===== src/rtl/frac_strobe_fifo_pkg.sv =====
// Shared types and constants for the strobe-paced output FIFO.
// Used by frac_strobe_fifo, its interface and its storage sub-module.
package frac_pkg;

    typedef enum logic {
        FILL = 1'b0,
        RUN  = 1'b1
    } state_t;

    localparam int CNT_W = 8;

    function automatic int lvl_w(input int depth);
        return $clog2(depth) + 1;
    endfunction

endpackage


===== src/rtl/frac_strobe_fifo_if.sv =====
// Write port, strobe input and paced output bundle of frac_strobe_fifo.
// master = producer/pacer side, slave = the FIFO.
interface frac_strobe_fifo_if
    import frac_pkg::*;
#(
    parameter int DATA_W = 8,
    parameter int DEPTH  = 8
);

    localparam int LW = lvl_w(DEPTH);

    logic              strobe;
    logic [DATA_W-1:0] in_data;
    logic              in_valid;
    logic              in_ready;
    logic [DATA_W-1:0] out_data;
    logic              out_valid;
    logic              underrun;
    logic [LW-1:0]     level;

    modport master (
        output strobe,
        output in_data,
        output in_valid,
        input  in_ready,
        input  out_data,
        input  out_valid,
        input  underrun,
        input  level
    );

    modport slave (
        input  strobe,
        input  in_data,
        input  in_valid,
        output in_ready,
        output out_data,
        output out_valid,
        output underrun,
        output level
    );

endinterface


===== src/rtl/frac_strobe_fifo_mem.sv =====
// DEPTH x DATA_W storage with one write port and a registered read port.
// The read register is the FIFO's out_data holding register.
module frac_fifo_mem #(
    parameter int DATA_W = 8,
    parameter int DEPTH  = 8,
    parameter int PW     = $clog2(DEPTH)
) (
    input  logic              clk,
    input  logic              rst,
    input  logic              wr_en,
    input  logic [PW-1:0]     wr_addr,
    input  logic [DATA_W-1:0] wr_data,
    input  logic              rd_en,
    input  logic [PW-1:0]     rd_addr,
    output logic [DATA_W-1:0] rd_data
);

    logic [DATA_W-1:0] mem [DEPTH];

    always_ff @(posedge clk) begin
        if (wr_en) begin
            mem[wr_addr] <= wr_data;
        end
    end

    always_ff @(posedge clk or posedge rst) begin
        if (rst) begin
            rd_data <= '0;
        end else if (rd_en) begin
            rd_data <= mem[rd_addr];
        end
    end

endmodule


===== src/rtl/frac_strobe_fifo.sv =====
// Rate-adapting FIFO released one word per fractional-divider strobe.
// Optional FRAC_STROBE_FIFO_STATS_EN adds underrun_cnt and max_level.
module frac_strobe_fifo
    import frac_pkg::*;
#(
    parameter int DATA_W  = 8,
    parameter int DEPTH   = 8,
    parameter int PREFILL = 4
) (
    input  logic                     clk,
    input  logic                     rst,
    frac_strobe_fifo_if.slave        bus
`ifdef FRAC_STROBE_FIFO_STATS_EN
    ,
    output logic [CNT_W-1:0]         underrun_cnt,
    output logic [lvl_w(DEPTH)-1:0]  max_level
`endif
);

    localparam int LW = lvl_w(DEPTH);
    localparam int PW = $clog2(DEPTH);

    localparam logic [LW-1:0] FULL_LVL = LW'(DEPTH);
    localparam logic [LW-1:0] PRE_LVL  = LW'(PREFILL);

    state_t        state;
    state_t        state_d;
    logic [PW-1:0] wr_ptr;
    logic [PW-1:0] rd_ptr;
    logic [LW-1:0] level_q;
    logic [LW-1:0] level_d;
    logic          wr_en;
    logic          pop;
    logic          und;
    logic          full;
    logic          empty;
    logic          valid_q;
    logic          und_q;

    frac_fifo_mem #(
        .DATA_W (DATA_W),
        .DEPTH  (DEPTH)
    ) u_mem (
        .clk     (clk),
        .rst     (rst),
        .wr_en   (wr_en),
        .wr_addr (wr_ptr),
        .wr_data (bus.in_data),
        .rd_en   (pop),
        .rd_addr (rd_ptr),
        .rd_data (bus.out_data)
    );

    // Space is judged on the registered level; a same-cycle pop does not help.
    always_comb begin
        full  = (level_q == FULL_LVL);
        empty = (level_q == '0);
        wr_en = bus.in_valid && !full;
    end

    always_comb begin
        state_d = state;
        pop     = 1'b0;
        und     = 1'b0;
        unique case (state)
            FILL: begin
                if (level_q >= PRE_LVL) begin
                    state_d = RUN;
                end
            end
            RUN: begin
                if (bus.strobe) begin
                    if (empty) begin
                        und     = 1'b1;
                        state_d = FILL;
                    end else begin
                        pop = 1'b1;
                    end
                end
            end
        endcase
    end

    always_comb begin
        level_d = level_q;
        unique case ({wr_en, pop})
            2'b10:   level_d = level_q + 1'b1;
            2'b01:   level_d = level_q - 1'b1;
            default: level_d = level_q;
        endcase
    end

    always_ff @(posedge clk or posedge rst) begin
        if (rst) begin
            state   <= FILL;
            wr_ptr  <= '0;
            rd_ptr  <= '0;
            level_q <= '0;
            valid_q <= 1'b0;
            und_q   <= 1'b0;
        end else begin
            state   <= state_d;
            level_q <= level_d;
            valid_q <= pop;
            und_q   <= und;
            if (wr_en) begin
                wr_ptr <= wr_ptr + 1'b1;
            end
            if (pop) begin
                rd_ptr <= rd_ptr + 1'b1;
            end
        end
    end

    assign bus.in_ready  = !full;
    assign bus.level     = level_q;
    assign bus.out_valid = valid_q;
    assign bus.underrun  = und_q;

`ifdef FRAC_STROBE_FIFO_STATS_EN
    // Watermark follows the next level so it moves with the level output.
    always_ff @(posedge clk or posedge rst) begin
        if (rst) begin
            underrun_cnt <= '0;
            max_level    <= '0;
        end else begin
            if (und && (underrun_cnt != '1)) begin
                underrun_cnt <= underrun_cnt + 1'b1;
            end
            if (level_d > max_level) begin
                max_level <= level_d;
            end
        end
    end
`endif

endmodule


===== src/flat_wrapper.sv =====
// flat-port wrapper written by rule: the top's interface ports become plain ports
module frac_strobe_fifo_flat import frac_pkg::*;
#(
    parameter int DATA_W  = 8,
    parameter int DEPTH   = 8,
    parameter int PREFILL = 4
)
  (clk, rst, bus_strobe, bus_in_data, bus_in_valid, bus_in_ready, bus_out_data, bus_out_valid, bus_underrun, bus_level);
  frac_strobe_fifo_if #(.DATA_W(DATA_W), .DEPTH(DEPTH)) bus_i ();
  input  logic clk;
  input  logic rst;
  input wire logic [$bits(bus_i.strobe)-1:0] bus_strobe;
  input wire logic [$bits(bus_i.in_data)-1:0] bus_in_data;
  input wire logic [$bits(bus_i.in_valid)-1:0] bus_in_valid;
  output wire logic [$bits(bus_i.in_ready)-1:0] bus_in_ready;
  output wire logic [$bits(bus_i.out_data)-1:0] bus_out_data;
  output wire logic [$bits(bus_i.out_valid)-1:0] bus_out_valid;
  output wire logic [$bits(bus_i.underrun)-1:0] bus_underrun;
  output wire logic [$bits(bus_i.level)-1:0] bus_level;
  assign bus_i.strobe = bus_strobe;
  assign bus_i.in_data = bus_in_data;
  assign bus_i.in_valid = bus_in_valid;
  assign bus_in_ready = bus_i.in_ready;
  assign bus_out_data = bus_i.out_data;
  assign bus_out_valid = bus_i.out_valid;
  assign bus_underrun = bus_i.underrun;
  assign bus_level = bus_i.level;
  frac_strobe_fifo #(.DATA_W(DATA_W), .DEPTH(DEPTH), .PREFILL(PREFILL)) u_core (.clk(clk), .rst(rst), .bus(bus_i));
endmodule

===== config.mk =====
export PLATFORM = sky130hd
export DESIGN_NAME = frac_strobe_fifo_flat
export DESIGN_NICKNAME = d
export VERILOG_FILES = /design/src/rtl/frac_strobe_fifo_pkg.sv /design/src/rtl/frac_strobe_fifo_if.sv /design/src/rtl/frac_strobe_fifo_mem.sv /design/src/rtl/frac_strobe_fifo.sv /design/src/flat_wrapper.sv
export SDC_FILE = /design/constraint.sdc
export NUM_CORES = 1
export LEC_CHECK = 0
export BUFFER_PORTS_ARGS = -buffer_cell sky130_fd_sc_hd__buf_4
export CAP_MARGIN = 20
export CORE_ASPECT_RATIO = 0.7
export CORE_MARGIN = 2
export CORE_UTILIZATION = 55
export DETAILED_ROUTE_END_ITERATION = 10
export PLACE_DENSITY = 0.7
export SLEW_MARGIN = 20
export SYNTH_ARGS = -nofsm -noshare
export SYNTH_HDL_FRONTEND = slang
export SYNTH_SLANG_ARGS = --single-unit

===== constraint.sdc =====
create_clock -name clk -period 2.75 [get_ports clk]
set_clock_uncertainty 0.2 [all_clocks]
set_input_delay 0.1375 -clock clk [delete_from_list [all_inputs] [get_ports clk]]
set_output_delay 0.1375 -clock clk [all_outputs]
set_load 0.03 [all_outputs]

After elaboration in Yosys (flattened, before gate mapping)
Memory sizes are Yosys's and may differ from the RTL's. A register that Yosys moved wholly into a read port is not among the register bits.
Index checks and enable logic that the tools add are counted.
{ "word_totals": {"register_bits": 13, "latch_bits": 0, "mem_bits_rw": 64, "rom_bits": 0, "input_bits": 12, "elab_cells": 32, "n_memories": 1} }
{ "op_classes": {"add_sub_neg": 4, "mul": 0, "div": 0, "order_cmp": 1, "eq_ne": 3, "shifts": 0, "muxes": 12, "bitwise_logic": 1, "reduce_logical": 4} }
{ "memory_table": {"columns": ["name", "words", "width", "rd", "rd_ports_with_merged_regs", "write_ports", "line_no", "rtl"], "rows": [
  ["u_core.u_mem.mem", 8, 8, 1, 1, 1, "frac_strobe_fifo_mem.sv:18", "logic [DATA_W-1:0] mem [DEPTH];"]
]} }
{ "op_table": {"columns": ["operator", "count"], "rows": [
  ["1-bit two-way mux", 10],
  ["4-bit one-hot mux with 2 select lines", 1],
  ["3-bit by 1-bit adder with 3-bit output, second input constant", 2],
  ["4-bit by 1-bit adder with 4-bit output, second input constant", 1],
  ["4-bit equality test, second input constant", 1],
  ["4-bit by 3-bit >= comparator with 1-bit output, second input constant", 1],
  ["4-bit logical NOT", 1],
  ["4-bit by 1-bit subtractor with 4-bit output, second input constant", 1],
  ["2-bit by 1-bit equality test with 1-bit output, second input constant", 1],
  ["2-bit equality test, second input constant", 1],
  ["1-bit one-hot mux with 2 select lines", 1],
  ["2-bit nonzero test", 1],
  ["1-bit logical AND", 1],
  ["1-bit logical NOT", 1],
  ["1-bit inverter", 1]
]} }

Longest topological paths before layout
{ "depth": {"word_depth": 6, "ltp_mapped": 11} }

By module
Synthesis repeated with hierarchy kept, for this count alone.
{ "hier_totals": {"cells_unflattened": 229, "area_unflattened_um2": 3578.4} }
{ "modules_own_cells": {"columns": ["module", "instances", "cells_per_inst", "area_per_inst_um2"], "rows": [
  ["frac_fifo_mem", 1, 170, 2865.2],
  ["frac_strobe_fifo", 1, 59, 713.2]
]} }

Worst setup path before layout
Ideal clock, no wire load.
{ "synth_path": {"kind": "flip-flop to flip-flop", "start": "reg u_core.level_q[1] (netlist: u_core.bus.level[1])", "end": "reg u_core.level_q[2] (netlist: u_core.bus.level[2])", "setup_time_ns": 0.143, "t_arrival_ns": 2.366, "required_ns": 2.407, "path_slack_ns": 0.041, "path_stages_with_launch": 12, "cell_sequence": "dfrtp_1 -> buf_6 -> nor4_4 -> nor2_1 -> buf_2 -> ha_1 -> xor2_1 -> ha_1 -> a21oi_1 -> xor2_1 -> nor2_1 -> xor2_1"} }
{ "synth_via": {"elab_chain_len": 6} }
{ "synth_lines": {"columns": ["element", "line_no", "rtl"], "rows": [
  ["from (decl)", "frac_strobe_fifo.sv:30", "logic [LW-1:0] level_q;"],
  ["from (signal assigned)", "frac_strobe_fifo.sv:103", "level_q <= level_d;"],
  ["4-bit logical NOT *", "frac_strobe_fifo.sv:57", "empty = (level_q == '0);"],
  ["1-bit two-way mux *", "frac_strobe_fifo.sv:73", "if (empty) begin"],
  ["1-bit two-way mux *", "frac_strobe_fifo.sv:72", "if (bus.strobe) begin"],
  ["1-bit two-way mux *", "frac_strobe_fifo.sv:65", "unique case (state)"],
  ["via u_core.pop", "frac_strobe_fifo.sv:33", "logic pop;"],
  ["2-bit by 1-bit equality test with 1-bit output or 2-bit equality test (tied branches)", "frac_strobe_fifo.sv:86", "unique case ({wr_en, pop})"],
  ["4-bit one-hot mux with 2 select lines or 2-bit nonzero test (tied branches)", null, null]
]} }
Mark *: on every way through the listed nets, which the timed path passes. The rest lies on a longest branch.
A chain may end at the register's enable or synchronous reset.

Final worst setup path
{ "layout_path": {"start": "reg u_core.level_q[3] (netlist: u_core.bus.level[3])", "end": "reg u_core.level_q[2] (netlist: u_core.bus.level[2])"} }
{ "layout_via": {"elab_chain_len": 6} }
{ "layout_lines": {"columns": ["element", "line_no"], "rows": [
  ["4-bit logical NOT", "frac_strobe_fifo.sv:57"],
  ["1-bit two-way mux", "frac_strobe_fifo.sv:73"],
  ["1-bit two-way mux", "frac_strobe_fifo.sv:72"],
  ["1-bit two-way mux", "frac_strobe_fifo.sv:65"],
  ["2-bit by 1-bit equality test with 1-bit output or 2-bit equality test (tied branches)", "frac_strobe_fifo.sv:86"],
  ["4-bit one-hot mux with 2 select lines or 2-bit nonzero test (tied branches)", null]
]} }
Several ways; a longest one is shown, not always the timed one.

==> flow_summary.toml <==
[global_routing]
grt_max_degree = 35
grt_pass1_vias = 1855
antenna_found_initial = 0
overflow = 0
track_usage_pct = 20.2
grt_pass1_wl_mm = 9.93

[cts]
cts_tree = "done"
clkTransAtPathRegs_ps = 90
cts_root_buf = "clkbuf_8"
ctsResizeCount = 0
cts_sinks = 85
h-tree-depth = 3
cts_buffer_depth = 2
clk_latency_ps = 360
cts-buffers-inserted = 9

[logic_synthesis]
synth_cell_types = 32
synth_edf_count = 64
synth_most_common_cell = "edfxtp_1"
seq_area_frac_synth_pct = 70.7
postSynthCellCount = 221
yosysTopAreaCell = "edfxtp_1"
synth_area_leaders = "edfxtp_1 56%, dfrtp_1 15%, mux2i_1 9.5%"
synth_top_area_share_pct = 55.5
synth_commonest_cells = "64 x edfxtp_1, 33 x mux2i_1, 21 x dfrtp_1"
synth_top_flop_cell = "edfxtp_1"
synth.cell_area_um2 = 3460
ys_ff_latch = 85
synth-async-reset-ratio_pct = 24.7
yosysWarnings = 0
syn_area_per_cell_um2 = 15.7
synth_fp_nets = 238

[setup_path]
crit_arrival_ps = 2540
required_ps = 2800
crit_top_cell = "xor2_1"
cpPeakStageDelay_ps = 540
cp-end-kind = "register"
critical_path.startpoint_type = "register"
worstPathMaxFanout = 5
crit_chain = "or4b_4, nand2_4, ha_1, xor2_1, ha_1, a21oi_1, xor2_1, nor2_1, xor2_1"
slowest_stage = "or4b_4"
worstRegToRegCells = 9
worstSetupPathType = "reg2reg"

[finish]
syn2layout_area_growth_pct = 17.7
diodes = 0
stdcell_area_um2 = 4080
num-nets-final = 288
layout-drive-gt1-share_pct = 22.8
utilization_pct = 66.2

[placement]
io_buffers = 26
hpwl_mm = 4.13
gp_congestion = 0.736
place_area_um2 = 3790

[drt]
wl_per_cell_um = 17.9
ant_nets = 0
drt_iter0_drc = 144
route.detailed.drc = 0
dr_total_vias = 1928
routed_wl_mm = 6.33
vias_per_cell = 5.45
first_pass_iters = 4

[min_path]
hold_class = "in2async"

[die]
die_w_um = 98.8
die_h_um = 70.4
num_io_pins = 27
rows = 24
die_area_um2 = 6960
core_area_um2 = 6160
start_util_pct = 56.2

[timing]
setup_viol = 0
final.setup.tns_ps = 0
rsz0062_at_grt = "no"
min_period_ps = 2490
relSlewSlack_pct = 41.2
hold_viol_final = 0
slew_violations = 0
fin_crit_sh_pct = 90.5
worst_pin_slew_ps = 879
max_freq_mhz = 402

[power]
leakagePower_nw = 1.60
power_density_nw_per_um2 = 1050
peakVddDrop_mv = 0.525

[run]
maxCapViolations = 0

[status]
status = "completed"
==> registers in the layout (all words and copies together), names as in the netlist <==
register	count
u_core.state	1
u_core.wr_ptr	3
u_core.u_mem.mem	64
u_core.bus.out_valid	1
u_core.u_mem.rd_data	8
u_core.bus.underrun	1
u_core.rd_ptr	3
u_core.bus.level	4
==> timing repair <==
action                                 4_1_cts  5_1_grt
endpoints found under the hold margin       90        0
hold buffers                                11        0
setup endpoints to repair                    0        0
buffers inserted                             0        0
==> cells in the final DEF (no fill, tap or decap), types with 2 or more instances in the layout <==
| master | n |
|---|---|
| nor2_1 | 10 |
| dfrtp_1 | 20 |
| nand2_1 | 14 |
| buf_4 | 37 |
| nor2b_1 | 2 |
| inv_6 | 2 |
| a21oi_1 | 2 |
| nor3_1 | 2 |
| nand2b_1 | 2 |
| mux2i_1 | 33 |
| inv_4 | 2 |
| o21ai_0 | 9 |
| edfxtp_1 | 64 |
| xnor2_1 | 3 |
| a22oi_1 | 16 |
| mux2_2 | 2 |
| xor2_1 | 5 |
| clkbuf_8 | 10 |
| nand3_1 | 10 |
| dlygate4sd3_1 | 11 |
| ha_1 | 5 |
==> path summary, 6_finish.rpt <==
check	start	endpoint	slack, ps
min in group clk	u_core.u_mem.rd_data[3]	u_core.u_mem.rd_data[3]	320
worst min register to register	u_core.u_mem.rd_data[3]	u_core.u_mem.rd_data[3]	320
worst min-delay path	rst	u_core.u_mem.rd_data[4]	280
worst max-delay path	u_core.bus.level[3]	u_core.bus.level[2]	260
max in group asynchronous	rst	u_core.rd_ptr[0]	1520
worst max register to register	u_core.bus.level[3]	u_core.bus.level[2]	260
==> critical path: cells and delay by family (launching register included) <==
family	cells	cell delay, ps
simple gates	3	730
flops	1	470
fa+ha+maj	2	440
xor+xnor	3	410
compound gates	1	140
==> metrics by stage <==
stage                     power [W]  std cells  worst slack [ps]  hold slack [ps]
final                       0.00427        354               261              279
after global routing        0.00452        354              68.2              340
after CTS                   0.00430        354               271              299
after detailed placement    0.00349        327               291              150
after global placement      0.00347        327               333              130
after floorplan             0.00298        221              40.8            -86.0
==> layer usage <==
metal | vias to the layer above | GRT usage [%] | part of all wire (%)
met5 | - | 0 | 0
met4 | 0 | 6.39 | 1.1
met3 | 7 | 6.71 | 8.1
met2 | 56 | 28.5 | 43
met1 | 929 | 29.8 | 47
li1 | 936 | - | -
==> logic make-up (layout without fill, tap and decap cells) <==
kind of cell,count (synthesis),after routing,share of synthesized area [%]
compound gates,28,28,5.35
xor+xnor,8,8,2.02
fa+ha+maj,5,5,1.81
buf+inv,10,65,1.63
flops,85,85,70.7
mux,36,36,10.6
simple gates,49,49,7.88
==> final cells by class <==
class / count / area [um2]
Sequential cell: 85 / 2450
Fill cell: 449 / 2080
Multi-Input combinational cell: 126 / 958
Timing Repair Buffer: 48 / 388
Clock buffer: 10 / 138
Tap cell: 78 / 97.6
Clock inverter: 6 / 42.5
Inverter: 1 / 3.75
==> power breakdown <==
part	switching (W)	internal, W
logic	0.000977	0.000672
registers	0.000141	0.00168
clock network	0.000446	0.000358
Power figures use the tool's default switching activity.
